File: src/rtl/tone_pkg.sv
// tone_pkg: note codes, note frequencies and period windows shared by tone generator and decoder
package tone_pkg;
  typedef enum logic [1:0] {IDLE, ARM, MEASURE} state_t;
  localparam logic [3:0] NOTE_C4 = 4'd0;
  localparam logic [3:0] NOTE_D4 = 4'd1;
  localparam logic [3:0] NOTE_E4 = 4'd2;
  localparam logic [3:0] NOTE_F4 = 4'd3;
  localparam logic [3:0] NOTE_G4 = 4'd4;
  localparam logic [3:0] NOTE_A4 = 4'd5;
  localparam logic [3:0] NOTE_B4 = 4'd6;
  localparam logic [3:0] NOTE_E_DI = 4'd7;
  localparam logic [3:0] NOTE_FS = 4'd8;
  localparam logic [3:0] NOTE_UNKNOWN = 4'hF;
  localparam int NUM_NOTES = 9;
  localparam int TOL_SHIFT = 6;
  localparam int unsigned NOTE_FREQ [NUM_NOTES] = '{261, 293, 329, 349, 392, 440, 493, 82, 93};
  // Full period of a generated tone; at 50 MHz this gives 383142, 341298, 303952,
  // 286534, 255104, 227274, 202840, 1219514, 1075270.
  function automatic int unsigned nominal_period(input int unsigned clk_freq, input int n);
    return 2 * (clk_freq / NOTE_FREQ[n] + 1);
  endfunction
  function automatic int unsigned win_lo(input int unsigned clk_freq, input int n);
    return nominal_period(clk_freq, n) - (nominal_period(clk_freq, n) >> TOL_SHIFT);
  endfunction
  function automatic int unsigned win_hi(input int unsigned clk_freq, input int n);
    return nominal_period(clk_freq, n) + (nominal_period(clk_freq, n) >> TOL_SHIFT);
  endfunction
endpackage

File: src/rtl/tone_decoder_if.sv
// tone_decoder_if: tone input and decoded note outputs; slave = decoder, master = source/monitor
interface tone_decoder_if #(parameter int PER_W = 24);
  logic tone_in;
  logic [3:0] note_code;
  logic [PER_W-1:0] period_out;
  logic meas_valid;
  logic note_changed;
  logic silent;
  modport slave (input tone_in, output note_code, period_out, meas_valid, note_changed, silent);
  modport master (output tone_in, input note_code, period_out, meas_valid, note_changed, silent);
endinterface

File: src/rtl/tone_period_classifier.sv
// tone_period_classifier: maps a registered averaged period to a registered note code and status flags
// Ports: avg/avg_v = new averaged period, clear = timeout (force unknown + silent);
// note_code, period_out, meas_valid, note_changed, silent = registered results.
module tone_period_classifier
  import tone_pkg::*;
#(
  parameter int unsigned CLK_FREQ = 50000000,
  parameter int PER_W = 24
) (
  input  logic clk,
  input  logic reset,
  input  logic [PER_W-1:0] avg,
  input  logic avg_v,
  input  logic clear,
  output logic [3:0] note_code,
  output logic [PER_W-1:0] period_out,
  output logic meas_valid,
  output logic note_changed,
  output logic silent
);
  logic [31:0] a;
  logic [3:0] code;
  // Scanning from the top down leaves the lowest matching code in place.
  always_comb begin
    a = 32'(avg);
    code = NOTE_UNKNOWN;
    for (int n = NUM_NOTES - 1; n >= 0; n--)
      code = (a >= win_lo(CLK_FREQ, n) && a <= win_hi(CLK_FREQ, n)) ? 4'(n) : code;
  end
  always_ff @(posedge clk) begin
    if (reset) begin
      note_code <= NOTE_UNKNOWN;
      period_out <= '0;
      meas_valid <= 1'b0;
      note_changed <= 1'b0;
      silent <= 1'b1;
    end else begin
      meas_valid <= avg_v;
      note_changed <= avg_v && (code != note_code);
      if (avg_v) begin
        note_code <= code;
        period_out <= avg;
        silent <= 1'b0;
      end else if (clear) begin
        note_code <= NOTE_UNKNOWN;
        silent <= 1'b1;
      end
    end
  end
endmodule

File: src/rtl/tone_decoder.sv
// tone_decoder: measures the period of a square-wave tone, averages it and classifies the note
// Ports: clk, reset (sync, active high); bus.tone_in async tone input;
// bus.note_code/period_out/meas_valid/note_changed/silent decoded results.
module tone_decoder
  import tone_pkg::*;
#(
  parameter int unsigned CLK_FREQ = 50000000,
  parameter int PER_W = 24,
  parameter int unsigned MIN_PERIOD = 100000,
  parameter int unsigned TIMEOUT_CYC = 1500000,
  parameter int AVG_LOG2 = 2
) (
  input logic clk,
  input logic reset,
  tone_decoder_if.slave bus
);
  localparam int AW = PER_W + AVG_LOG2;
  localparam int N = 1 << AVG_LOG2;
  state_t state;
  logic [2:0] sync_q;
  logic [PER_W-1:0] cnt;
  logic [AW-1:0] acc;
  logic [AW-1:0] sum;
  logic [AVG_LOG2:0] pcnt;
  logic [PER_W-1:0] avg_q;
  logic avg_v;
  logic rise_det;
  logic accept;
  logic timeout;
  logic last;
  assign rise_det = sync_q[1] & ~sync_q[2];
  assign accept = rise_det && (state == IDLE || cnt >= PER_W'(MIN_PERIOD));
  assign timeout = state != IDLE && cnt == PER_W'(TIMEOUT_CYC) && !accept;
  assign sum = acc + AW'(cnt);
  assign last = pcnt == (AVG_LOG2 + 1)'(N - 1);
  // Preset high so a tone already high when reset drops is not taken as a rising edge.
  always_ff @(posedge clk)
    sync_q <= reset ? '1 : {sync_q[1:0], bus.tone_in};
  always_ff @(posedge clk)
    cnt <= reset ? '0 : accept ? PER_W'(1) : (&cnt) ? cnt : cnt + 1'b1;
  always_ff @(posedge clk) begin
    if (reset) begin
      state <= IDLE;
      acc <= '0;
      pcnt <= '0;
      avg_q <= '0;
      avg_v <= 1'b0;
    end else begin
      avg_v <= 1'b0;
      if (accept) begin
        if (state == IDLE) begin
          state <= ARM;
          acc <= '0;
          pcnt <= '0;
        end else if (last) begin
          avg_q <= PER_W'(sum >> AVG_LOG2);
          avg_v <= 1'b1;
          acc <= '0;
          pcnt <= '0;
          state <= MEASURE;
        end else begin
          acc <= sum;
          pcnt <= pcnt + 1'b1;
        end
      end else if (timeout) begin
        state <= IDLE;
        acc <= '0;
        pcnt <= '0;
      end
    end
  end
  tone_period_classifier #(.CLK_FREQ(CLK_FREQ), .PER_W(PER_W)) u_cls (
    .clk(clk),
    .reset(reset),
    .avg(avg_q),
    .avg_v(avg_v),
    .clear(timeout),
    .note_code(bus.note_code),
    .period_out(bus.period_out),
    .meas_valid(bus.meas_valid),
    .note_changed(bus.note_changed),
    .silent(bus.silent)
  );
endmodule

File: src/flat_wrapper.sv
// flat-port wrapper written by rule: the top's interface ports become plain ports
module tone_decoder_flat import tone_pkg::*;
#(
  parameter int unsigned CLK_FREQ = 50000000,
  parameter int PER_W = 24,
  parameter int unsigned MIN_PERIOD = 100000,
  parameter int unsigned TIMEOUT_CYC = 1500000,
  parameter int AVG_LOG2 = 2
)
  (clk, reset, bus_tone_in, bus_note_code, bus_period_out, bus_meas_valid, bus_note_changed, bus_silent);
  tone_decoder_if #(.PER_W(PER_W)) bus_i ();
  input logic clk;
  input logic reset;
  input wire logic [$bits(bus_i.tone_in)-1:0] bus_tone_in;
  output wire logic [$bits(bus_i.note_code)-1:0] bus_note_code;
  output wire logic [$bits(bus_i.period_out)-1:0] bus_period_out;
  output wire logic [$bits(bus_i.meas_valid)-1:0] bus_meas_valid;
  output wire logic [$bits(bus_i.note_changed)-1:0] bus_note_changed;
  output wire logic [$bits(bus_i.silent)-1:0] bus_silent;
  assign bus_i.tone_in = bus_tone_in;
  assign bus_note_code = bus_i.note_code;
  assign bus_period_out = bus_i.period_out;
  assign bus_meas_valid = bus_i.meas_valid;
  assign bus_note_changed = bus_i.note_changed;
  assign bus_silent = bus_i.silent;
  tone_decoder #(.CLK_FREQ(CLK_FREQ), .PER_W(PER_W), .MIN_PERIOD(MIN_PERIOD), .TIMEOUT_CYC(TIMEOUT_CYC), .AVG_LOG2(AVG_LOG2)) u_core (.clk(clk), .reset(reset), .bus(bus_i));
endmodule
File: config.mk
export PLATFORM = sky130hd
export DESIGN_NAME = tone_decoder_flat
export DESIGN_NICKNAME = d
export VERILOG_FILES = /design/src/rtl/tone_pkg.sv /design/src/rtl/tone_decoder_if.sv /design/src/rtl/tone_period_classifier.sv /design/src/rtl/tone_decoder.sv /design/src/flat_wrapper.sv
export SDC_FILE = /design/constraint.sdc
export NUM_CORES = 1
export LEC_CHECK = 0
export BUFFER_PORTS_ARGS = -buffer_cell sky130_fd_sc_hd__buf_2
export CELL_PAD_IN_SITES_DETAIL_PLACEMENT = 0
export CELL_PAD_IN_SITES_GLOBAL_PLACEMENT = 1
export CORE_MARGIN = 2
export CORE_UTILIZATION = 35
export DETAILED_ROUTE_END_ITERATION = 8
export GPL_TIMING_DRIVEN = 1
export PLACE_DENSITY = 0.59
export SLEW_MARGIN = 20
export SYNTH_ARGS = -nofsm -noshare
export SYNTH_HDL_FRONTEND = slang
export SYNTH_SLANG_ARGS = --single-unit
File: constraint.sdc
create_clock -name clk -period 8 [get_ports clk]
set_input_delay 1.6 -clock clk [delete_from_list [all_inputs] [get_ports clk]]
set_output_delay 1.6 -clock clk [all_outputs]
set_load 0.005 [all_outputs]
; ---- Word level (Yosys, flattened, before mapping)
; Cells that the tools add are included.
[classes]
n_addsub = 3
order_cmp = 19
n_eq_ne = 5
muxes = 28
n_bitwise = 4
n_reduce_logical = 24
[ops]
columns = operator, n
row1 = two-way mux 26 bit, 4
row2 = "greater-or-equal comparator 24 x 19 -> 1 bit, second input constant", 4
row3 = "less-or-equal comparator 24 x 19 -> 1 bit, second input constant", 4
row4 = "greater-or-equal comparator 24 x 18 -> 1 bit, second input constant", 3
row5 = "less-or-equal comparator 24 x 18 -> 1 bit, second input constant", 3
row6 = "greater-or-equal comparator 24 x 21 -> 1 bit, second input constant", 2
row7 = "less-or-equal comparator 24 x 21 -> 1 bit, second input constant", 2
row8 = two-way mux 4 bit, 10
row9 = adder 26 x 24 -> 26 bit, 1
row10 = "adder 24 x 1 -> 24 bit, second input constant", 1
row11 = "== test 24 x 21 -> 1 bit, second input constant", 1
row12 = "greater-or-equal comparator 24 x 17 -> 1 bit, second input constant", 1
row13 = AND reduction 24 bit, 1
row14 = two-way mux 3 bit, 5
row15 = logical AND 1 bit, 13
row16 = two-way mux 2 bit, 4
row17 = nonzero test 2 bit, 3
row18 = two-way mux 1 bit, 5
row19 = != test 4 bit, 1
row20 = "adder 3 x 1 -> 3 bit, second input constant", 1
row21 = "== test 3 x 2 -> 1 bit, second input constant", 1
row22 = "!= test 3 bit, second input constant", 1
row23 = inverter 1 bit, 3
row24 = AND reduction 3 bit, 1
row25 = other kinds (8), 8
[word_totals]
regBits = 114
input_bits = 3
out_inout_bits = 31
word_cells = 96

; ---- Depth between registers and ports, before layout
; Gate-level depths: netlist (run 1).
[depth]
ltp_word = 13
ltp_mapped = 10
ltp_nobuf = 10

; ---- Modules after synthesis
; Synthesis (run 1) repeated with hierarchy kept, for this count alone.
[hier_totals]
hier_cells = 845
hier_area_um2 = 6826.5
[by_module_without_submodules]
columns = module, instances, cells_each, area_each_um2, seq_area_each_um2
row1 = tone_decoder, 1, 541, 4511.8, 1661.6
row2 = tone_period_classifier, 1, 304, 2314.7, 620.6

; ---- Least setup slack after synthesis (run 1)
; No wires, ideal clock.
[synth_path]
path_type = register -> register
startpoint = register u_core.cnt[0]
endpoint = register u_core.acc[14]
t_arrival_ns = 2.658
required_time_ns = 7.872
path_slack_ns = 5.215
stages_incl_launch_ff = 11
path_buffers = 0
period_less_slack_ns = 2.785
path_cell_list = dfxtp_1 -> ha_1 -> fa_1 -> a21oi_1 -> o221ai_1 -> a311oi_2 -> o21bai_1 -> a2111o_1 -> a21o_1 -> a32oi_1 -> nor2_1
[synth_between]
elab_chain_cells = 6
word_cells_on_any_way = 12
[synth_lines]
columns = element, line_no
row1 = start: declaration, tone_decoder.sv:21  ; logic [PER_W-1:0] cnt;
row2 = start signal: assignment, tone_decoder.sv:40  ; cnt <= reset ? '0 : accept ? PER_W'(1) : (&cnt) ? cnt : cnt + 1'b1;
row3 = "parallel branches: the longest is 6 deep, another holds adder 26 x 24 -> 26 bit", n/a
row4 = end signal: assignment, tone_decoder.sv:62  ; acc <= sum;
row5 = end: declaration, tone_decoder.sv:22  ; logic [AW-1:0] acc;
; Several ways; the timed one is not identified.
; A chain may end at the register's enable or synchronous reset.

; ---- Worst setup path in the final report (run 1)
; Ends and elaborated chain as after synthesis.

==> results of run 1 <==
## metal layers
metal  vias up  GRT usage [%]  part of all wire, %
met5         -              0                    0
met4         0           8.05                  2.7
met3        32           3.37                  3.0
met2       143           33.2                   47
met1      3037           26.3                   47
li1       3143              -                    -
## final cells by class
class                           instances  share of cell area [%]
Multi-Input combinational cell        667                    54.9
Clock inverter                         14                    1.69
Timing Repair Buffer                   40                    2.82
Sequential cell                       114                    29.6
Tap cell                              265                    4.29
Clock buffer                           18                    5.69
Inverter                               21                    1.02
## power by group
part | internal [µW] | switching (µW) | total (µW)
sequential | 570 | 2.48 | 572
clock | 439 | 291 | 730
combinational | 5.42 | 17.6 | 23.1
total | 1010 | 311 | 1330
## per-stage QoR
stage / hold WS, ns / cells
global route: 0.452 / 1139
detailed placement: 0.401 / 1107
CTS: 0.414 / 1139
global placement: 0.392 / 1107
finish: 0.414 / 1139
floorplan: 0.389 / 856
## how the worst min path moves through the flow
stage,endpoint,slack [ns]
floorplan,u_core.sync_q[1],0.39
global placement,u_core.sync_q[1],0.39
detailed placement,u_core.sync_q[1],0.40
CTS,u_core.sync_q[1],0.41
global route,u_core.sync_q[1],0.45
finish,u_core.sync_q[1],0.41
## cell families (layout without fill, tap and decap cells)
| group | Yosys count | in the layout |
|---|---|---|
| AND/OR/NAND/NOR | 367 | 367 |
| buffers and inverters | 75 | 93 |
| adder cells (fa/ha/maj) | 28 | 28 |
| AO/OA/AOI/OAI | 205 | 205 |
| multiplexers | 25 | 25 |
| XOR/XNOR | 42 | 42 |
| flip-flops | 114 | 114 |
## cells in the final DEF, fill, tap and decap left out, types with 18 or more instances in the layout
cell	instances
nor3_1	27
xor2_1	18
inv_1	20
xnor2_1	24
a22oi_1	20
a21oi_1	58
buf_2	33
ha_1	27
mux2i_1	25
nand2_1	79
dfxtp_1	114
o21ai_0	21
nor2_1	117
nand3_1	41
## worst max-delay path, cell delays in order, from the launching register on
cell and delay (ns):
dfxtp_1 0.34, ha_1 0.22, fa_1 0.41, a21oi_1 0.20
o221ai_1 0.24, a311oi_2 0.60, o21bai_1 0.15, a2111o_1 0.45
a21o_1 0.18, a32oi_1 0.19, nor2_1 0.05
## state kept, by name, indices dropped and copies added, names as in the netlist
name                       flops
u_core.acc                    26
u_core.avg_q                  24
u_core.cnt                    24
u_core.u_cls.period_out       24
u_core.u_cls.note_code         4
u_core.pcnt                    3
u_core.sync_q                  3
u_core.state                   2
u_core.avg_v                   1
u_core.u_cls.meas_valid        1
u_core.u_cls.note_changed      1
u_core.u_cls.silent            1
==> run_results.csv, run 1 <==
group,metric,value,unit
place,io_buffers,33,
worst_hold_path,hold_depth,1,
setup_path,required,8.26,ns
power,p_per_area,172,nW/µm²
detailed_routing,viasPerCell,5.58,
floorplan,fp.dieW,144,µm
setup_path,r2r-end,"u_core.acc[14]",
synth,synth_edf_count,0,
layout,fin_area,7720,µm²
synth,synth_top_family_by_area,"simple AND/OR/NAND/NOR gates",
clocking,cts_setup_buffers,0,
timing,slew_headroom,38.1,%
setup_path,ff2ff_path_depth,10,
global_route,grt_antenna_before_repair,0,
layout,final_util,39.9,%
place,placed_cell_area,7150,µm²
synth,synth-simple-area-share,26.4,%
synth,netlist_area,6840,µm²
detailed_routing,detail_route.wl_per_cell,17.7,µm
floorplan,dieArea,20700,µm²
clocking,cts_hold_buf,0,
setup_path,crit-reg2reg-launch,"u_core.cnt[0]",
synth,yosysMostFrequentCell,"nor2_1",
setup_path,critPathArrivalTime,3.45,ns
synth,synth_top_area_cell,"dfxtp_1",
synth,syn-num-nets,887,
timing,finalCriticalPeriod,3.19,ns
synth,synth-seq-area-share,33.4,%
layout,area_growth,13.0,%
setup_path,cp-start-kind,"register",
synth,async_flop_share,0,%
timing,setup_viol,0,
timing,clock_skew,0.00641,ns
layout,nets,892,
detailed_routing,drt_iter0_drc,454,
global_route,grt_max_degree,84,
synth,synth-main-ff-cell,"dfxtp_1",
layout,n_fill_cell,2026,
power,p_leak,0.00295,µW
clocking,clock-root-buffer,"clkbuf_16",
clocking,clkTransAtPathRegs,0.06,ns
synth,synth_seq_cells,114,
timing,grt_setup_unrepaired,"no",
timing,slew_viol_final,0,
job,maxCapViolCount,0,
setup_path,critical_path_class,"register to register",
synth,syn_avg_cell_area,7.99,µm²
synth,synth-compound-area-share,21.2,%
layout,num_antenna_cells,0,
worst_hold_path,hp-class,"register to register",
setup_path,endpoint,"u_core.acc[14]",
synth,synthAdderAreaFrac,5.23,%
global_route,grt_pass1_vias,6149,
synth,netlist_instances,856,
layout,multi_input_area,4240,µm²
timing,fin_ws,4.81,ns
floorplan,core,19300,µm²
place,gp_congestion,0.927,
timing,fin_setup_tns,0,ns
clocking,cts_tree,"yes",
synth,synthDistinctLibCells,85,
detailed_routing,antenna_left,0,
power,finalPower,1330,µW
timing,fin_crit_sh,39.9,%
synth,ys_top_cells_by_area,"dfxtp_1, nor2_1, ha_1",
synth,synthMuxAreaShare,3.66,%
global_route,track_usage,20.2,%
place,pre_cts_slack,4.84,ns
floorplan,initial_core_util,35.4,%
setup_path,end_kind,"register",
setup_path,ff2ff_setup_slack,4.81,ns
timing,max_freq,0.313,GHz
power,ir_drop,128,µV
clocking,cts-buffers-inserted,17,
floorplan,die_h,144,µm
worst_hold_path,hp-start,"u_core.sync_q[0]",
timing,worst_slew_pin_slew,0.917,ns
detailed_routing,wirelength,20.1,mm
timing,hold_viol,0,
outcome,status,"completed",
layout,seq_area,2280,µm²
synth,synth_commonest_cells,"nor2_1, dfxtp_1, nand2_1",
global_route,grt_pass1_wl,32.7,mm
setup_path,critPathMaxFanout,6,
floorplan,fp-row-count,51,
clocking,htreeDepth,4,
clocking,cts_buffer_depth,2,
global_route,grt_remaining_overflow,0,
setup_path,cp-startpoint,"u_core.cnt[0]",
clocking,clk_latency,0.41,ns
clocking,clock-sinks,114,
detailed_routing,vias,6355,
synth,yosysWarnings,0,
synth,synth_top_area_share,33.4,%
detailed_routing,drt_pass1_iterations,5,
detailed_routing,drc,0,
synth,synth_xor_area_share,5.38,%
floorplan,ioPinCount,34,
clocking,cts_resized,0,
layout,layout-drive-gt1-share,11.9,%
place,post-dp-hpwl,14.2,mm
(Power assumes the default switching activity.)
==> run 2: changes to the inputs <==
ABC_AREA = 1   (was default)
PLACE_DENSITY = 0.62   (was 0.59)
clock period = 3.3 ns   (was 8 ns; I/O delays follow)
==> run 2 against run 1 <==
  * Maximum frequency up 30%
  * Utilization up 0.23 points
  * Via count up 18%
  * Worst hold slack better by 0.0028 ns
  * Flip-flop and latch count unchanged
  * First-iteration DRC count down 5.5%
  * Final cell count up 27%
  * Global-route usage up 1.8 points
  * Sequential share of layout area down 2.4 points
  * Clock skew up 0.0039 ns
  * Critical path depth up 1
  * Clock power rose to 2.6 times the previous value
  * Critical endpoint is now u_core.acc[18]
==> run_results.csv, run 2 <==
group,metric,value,unit
outcome,status,"completed",
clocking,cts_tree,"yes",
layout,num_antenna_cells,0,
setup_path,crit_path_frequent_cell,"nand2_1",
synth,syn_avg_cell_area,6.56,µm²
layout,final_util,40.2,%
detailed_routing,drt_iter0_drc,429,
global_route,grt_pass1_wl,38.1,mm
timing,hold_viol,0,
synth,synthDistinctLibCells,52,
clocking,cts_hold_buf,0,
synth,synth_xor_area_share,3.18,%
detailed_routing,wirelength,24.0,mm
synth,netlist_area,7450,µm²
synth,synth_top_area_share,30.6,%
floorplan,fp-row-count,53,
layout,layout_commonest_cell,"nand2_1",
clocking,cts-buffers-inserted,17,
setup_path,critPathTopFamily,"compound AO/OA/AOI/OAI gates",
global_route,grt_remaining_overflow,0,
clocking,cts_setup_buffers,0,
clocking,clock-sinks,114,
layout,area_growth,13.0,%
global_route,grt_antenna_before_repair,0,
global_route,grt_pass1_vias,7108,
floorplan,dieArea,22500,µm²
synth,yosysMostFrequentCell,"nand2_1",
synth,synth_top_family_by_area,"simple AND/OR/NAND/NOR gates",
timing,max_freq,0.406,GHz
setup_path,crit_chain,"ha_1, fa_1, nand2_1, nand2_1, o21ai_1, o21a_1, o21ai_0, a21oi_1, xnor2_1, nand2_1, a21oi_1",
setup_path,ff2ff_setup_slack,0.84,ns
timing,whs,0.417,ns
floorplan,ioPinCount,34,
setup_path,crit_buf_inv,0,
clocking,clock-root-buffer,"clkbuf_16",
layout,top_register,"u_core.acc",
layout,nets,1194,
setup_path,critPathMaxFanout,4,
clocking,htreeDepth,4,
global_route,grt_max_degree,49,
floorplan,core,21000,µm²
setup_path,cp-start-kind,"register",
clocking,clk_latency,0.42,ns
timing,finalCriticalPeriod,2.46,ns
timing,worst_slew_pin_slew,0.718,ns
power,ir_drop,315,µV
timing,slew_viol_final,0,
clocking,cts_buffer_depth,2,
floorplan,initial_core_util,35.5,%
power,finalPower,3320,µW
synth,ys_top_cells_by_area,"dfxtp_1, nand2_1, a21oi_1",
setup_path,critical_path_class,"register to register",
synth,synth_edf_count,0,
synth,synth-seq-area-share,30.6,%
detailed_routing,vias,7470,
timing,fin_crit_sh,74.7,%
detailed_routing,drc,0,
synth,synth-simple-area-share,37.3,%
timing,slew_headroom,52.0,%
synth,syn-num-nets,1167,
timing,fin_setup_tns,0,ns
synth,synth_commonest_cells,"nand2_1, nor2_1, dfxtp_1",
place,pre_cts_slack,0.852,ns
synth,yosysWarnings,0,
job,maxCapViolCount,0,
clocking,clkTransAtPathRegs,0.06,ns
detailed_routing,viasPerCell,5.16,
setup_path,critPathArrivalTime,2.81,ns
synth,synth-main-ff-cell,"dfxtp_1",
layout,layout-drive-gt1-share,11.7,%
layout,n_fill_cell,2315,
timing,clock_skew,0.0103,ns
detailed_routing,antenna_left,0,
synth,async_flop_share,0,%
detailed_routing,detail_route.wl_per_cell,16.6,µm
setup_path,slowest_stage,"dfxtp_1",
synth,synth-compound-area-share,16.1,%
detailed_routing,drt_pass1_iterations,7,
synth,netlist_instances,1136,
layout,layout_common_cells,"nand2_1, nor2_1, dfxtp_1",
synth,synthAdderAreaFrac,4.81,%
timing,setup_viol,0,
power,p_leak,0.00375,µW
synth,synth_seq_cells,114,
layout,largest_register_ffs,26,
floorplan,fp.dieW,150,µm
worst_hold_path,hp-class,"register to register",
setup_path,required,3.64,ns
synth,synth_top_area_cell,"dfxtp_1",
synth,synthMuxAreaShare,0,%
place,io_buffers,33,
timing,fin_ws,0.836,ns
global_route,track_usage,22.0,%
place,gp_congestion,0.889,
power,p_per_area,394,nW/µm²
floorplan,die_h,150,µm
setup_path,end_kind,"register",
timing,grt_setup_unrepaired,"no",
place,post-dp-hpwl,18.5,mm
setup_path,slowest_delay,0.38,ns
clocking,cts_resized,0,
==> run 2: cell types whose count changed after synthesis, moves of 13 or more <==
| cell | before | now |
|---|---|---|
| inv_1 | 20 | 98 |
| nand3_1 | 41 | 82 |
| o21ai_0 | 21 | 60 |
| clkbuf_1 | 39 | 15 |
| a21oi_1 | 58 | 111 |
| nand4_1 | 12 | 26 |
| nand2_2 | 1 | 14 |
| nand2_1 | 79 | 283 |
| mux2i_1 | 25 | 0 |
| a22oi_1 | 20 | 4 |
| nor2_2 | 0 | 15 |
==> run 2: final cells by class <==
| cell class | instances | area (µm²) | share of cell area [%] |
|---|---|---|---|
| well taps | 275 | 344 | 4.09 |
| repair buffers | 39 | 210 | 2.50 |
| multi-input cells | 880 | 4570 | 54.3 |
| clock inverters | 9 | 106 | 1.26 |
| inverters | 111 | 420 | 4.99 |
| flip-flops and latches | 114 | 2280 | 27.1 |
| clock buffers | 21 | 480 | 5.71 |
==> run 2: final timing paths <==
kind,from,end,depth (start not counted)
hold reg to reg,u_core.sync_q[1],u_core.sync_q[2],2
setup reg to reg,u_core.cnt[0],u_core.acc[18],11
setup / recovery,u_core.cnt[0],u_core.acc[18],11
hold / removal,u_core.sync_q[1],u_core.sync_q[2],2
==> run 2: logic make-up (layout without fill, tap and decap cells) <==
| family | after synthesis | in the layout |
|---|---|---|
| AO/OA/AOI/OAI | 216 | 216 |
| buffers and inverters | 142 | 180 |
| adder cells (fa/ha/maj) | 28 | 28 |
| XOR/XNOR | 27 | 27 |
| flip-flops | 114 | 114 |
| AND/OR/NAND/NOR | 609 | 609 |
==> run 2: metrics by stage <==
stage	cell area, µm²	instances
after floorplan	7450	1136
after CTS	8420	1449
after global placement	7830	1419
after detailed placement	7830	1419
final	8420	1449
after global routing	8420	1449
==> run 2: routing by layer <==
metal / vias up / global-route usage, % / wire, µm
li1: 3851 / - / -
met4: 0 / 11.8 / 1070
met2: 142 / 36.5 / 11400
met3: 50 / 2.84 / 588
met5: - / 0 / 0
met1: 3427 / 27.8 / 11000
==> run 2: report_power, final <==
group | switching [µW] | total (µW) | internal [µW]
logic | 47.8 | 64.7 | 16.9
clock network | 689 | 1870 | 1180
registers | 5.91 | 1390 | 1380
total | 742 | 3320 | 2580
==> run 2: worst reg2reg max path: stages (launching register included) <==
cell and delay [ns]:
dfxtp_1 0.38, ha_1 0.27, fa_1 0.24, nand2_1 0.06
nand2_1 0.06, o21ai_1 0.13, o21a_1 0.25, o21ai_0 0.38
a21oi_1 0.16, xnor2_1 0.26, nand2_1 0.08, a21oi_1 0.13
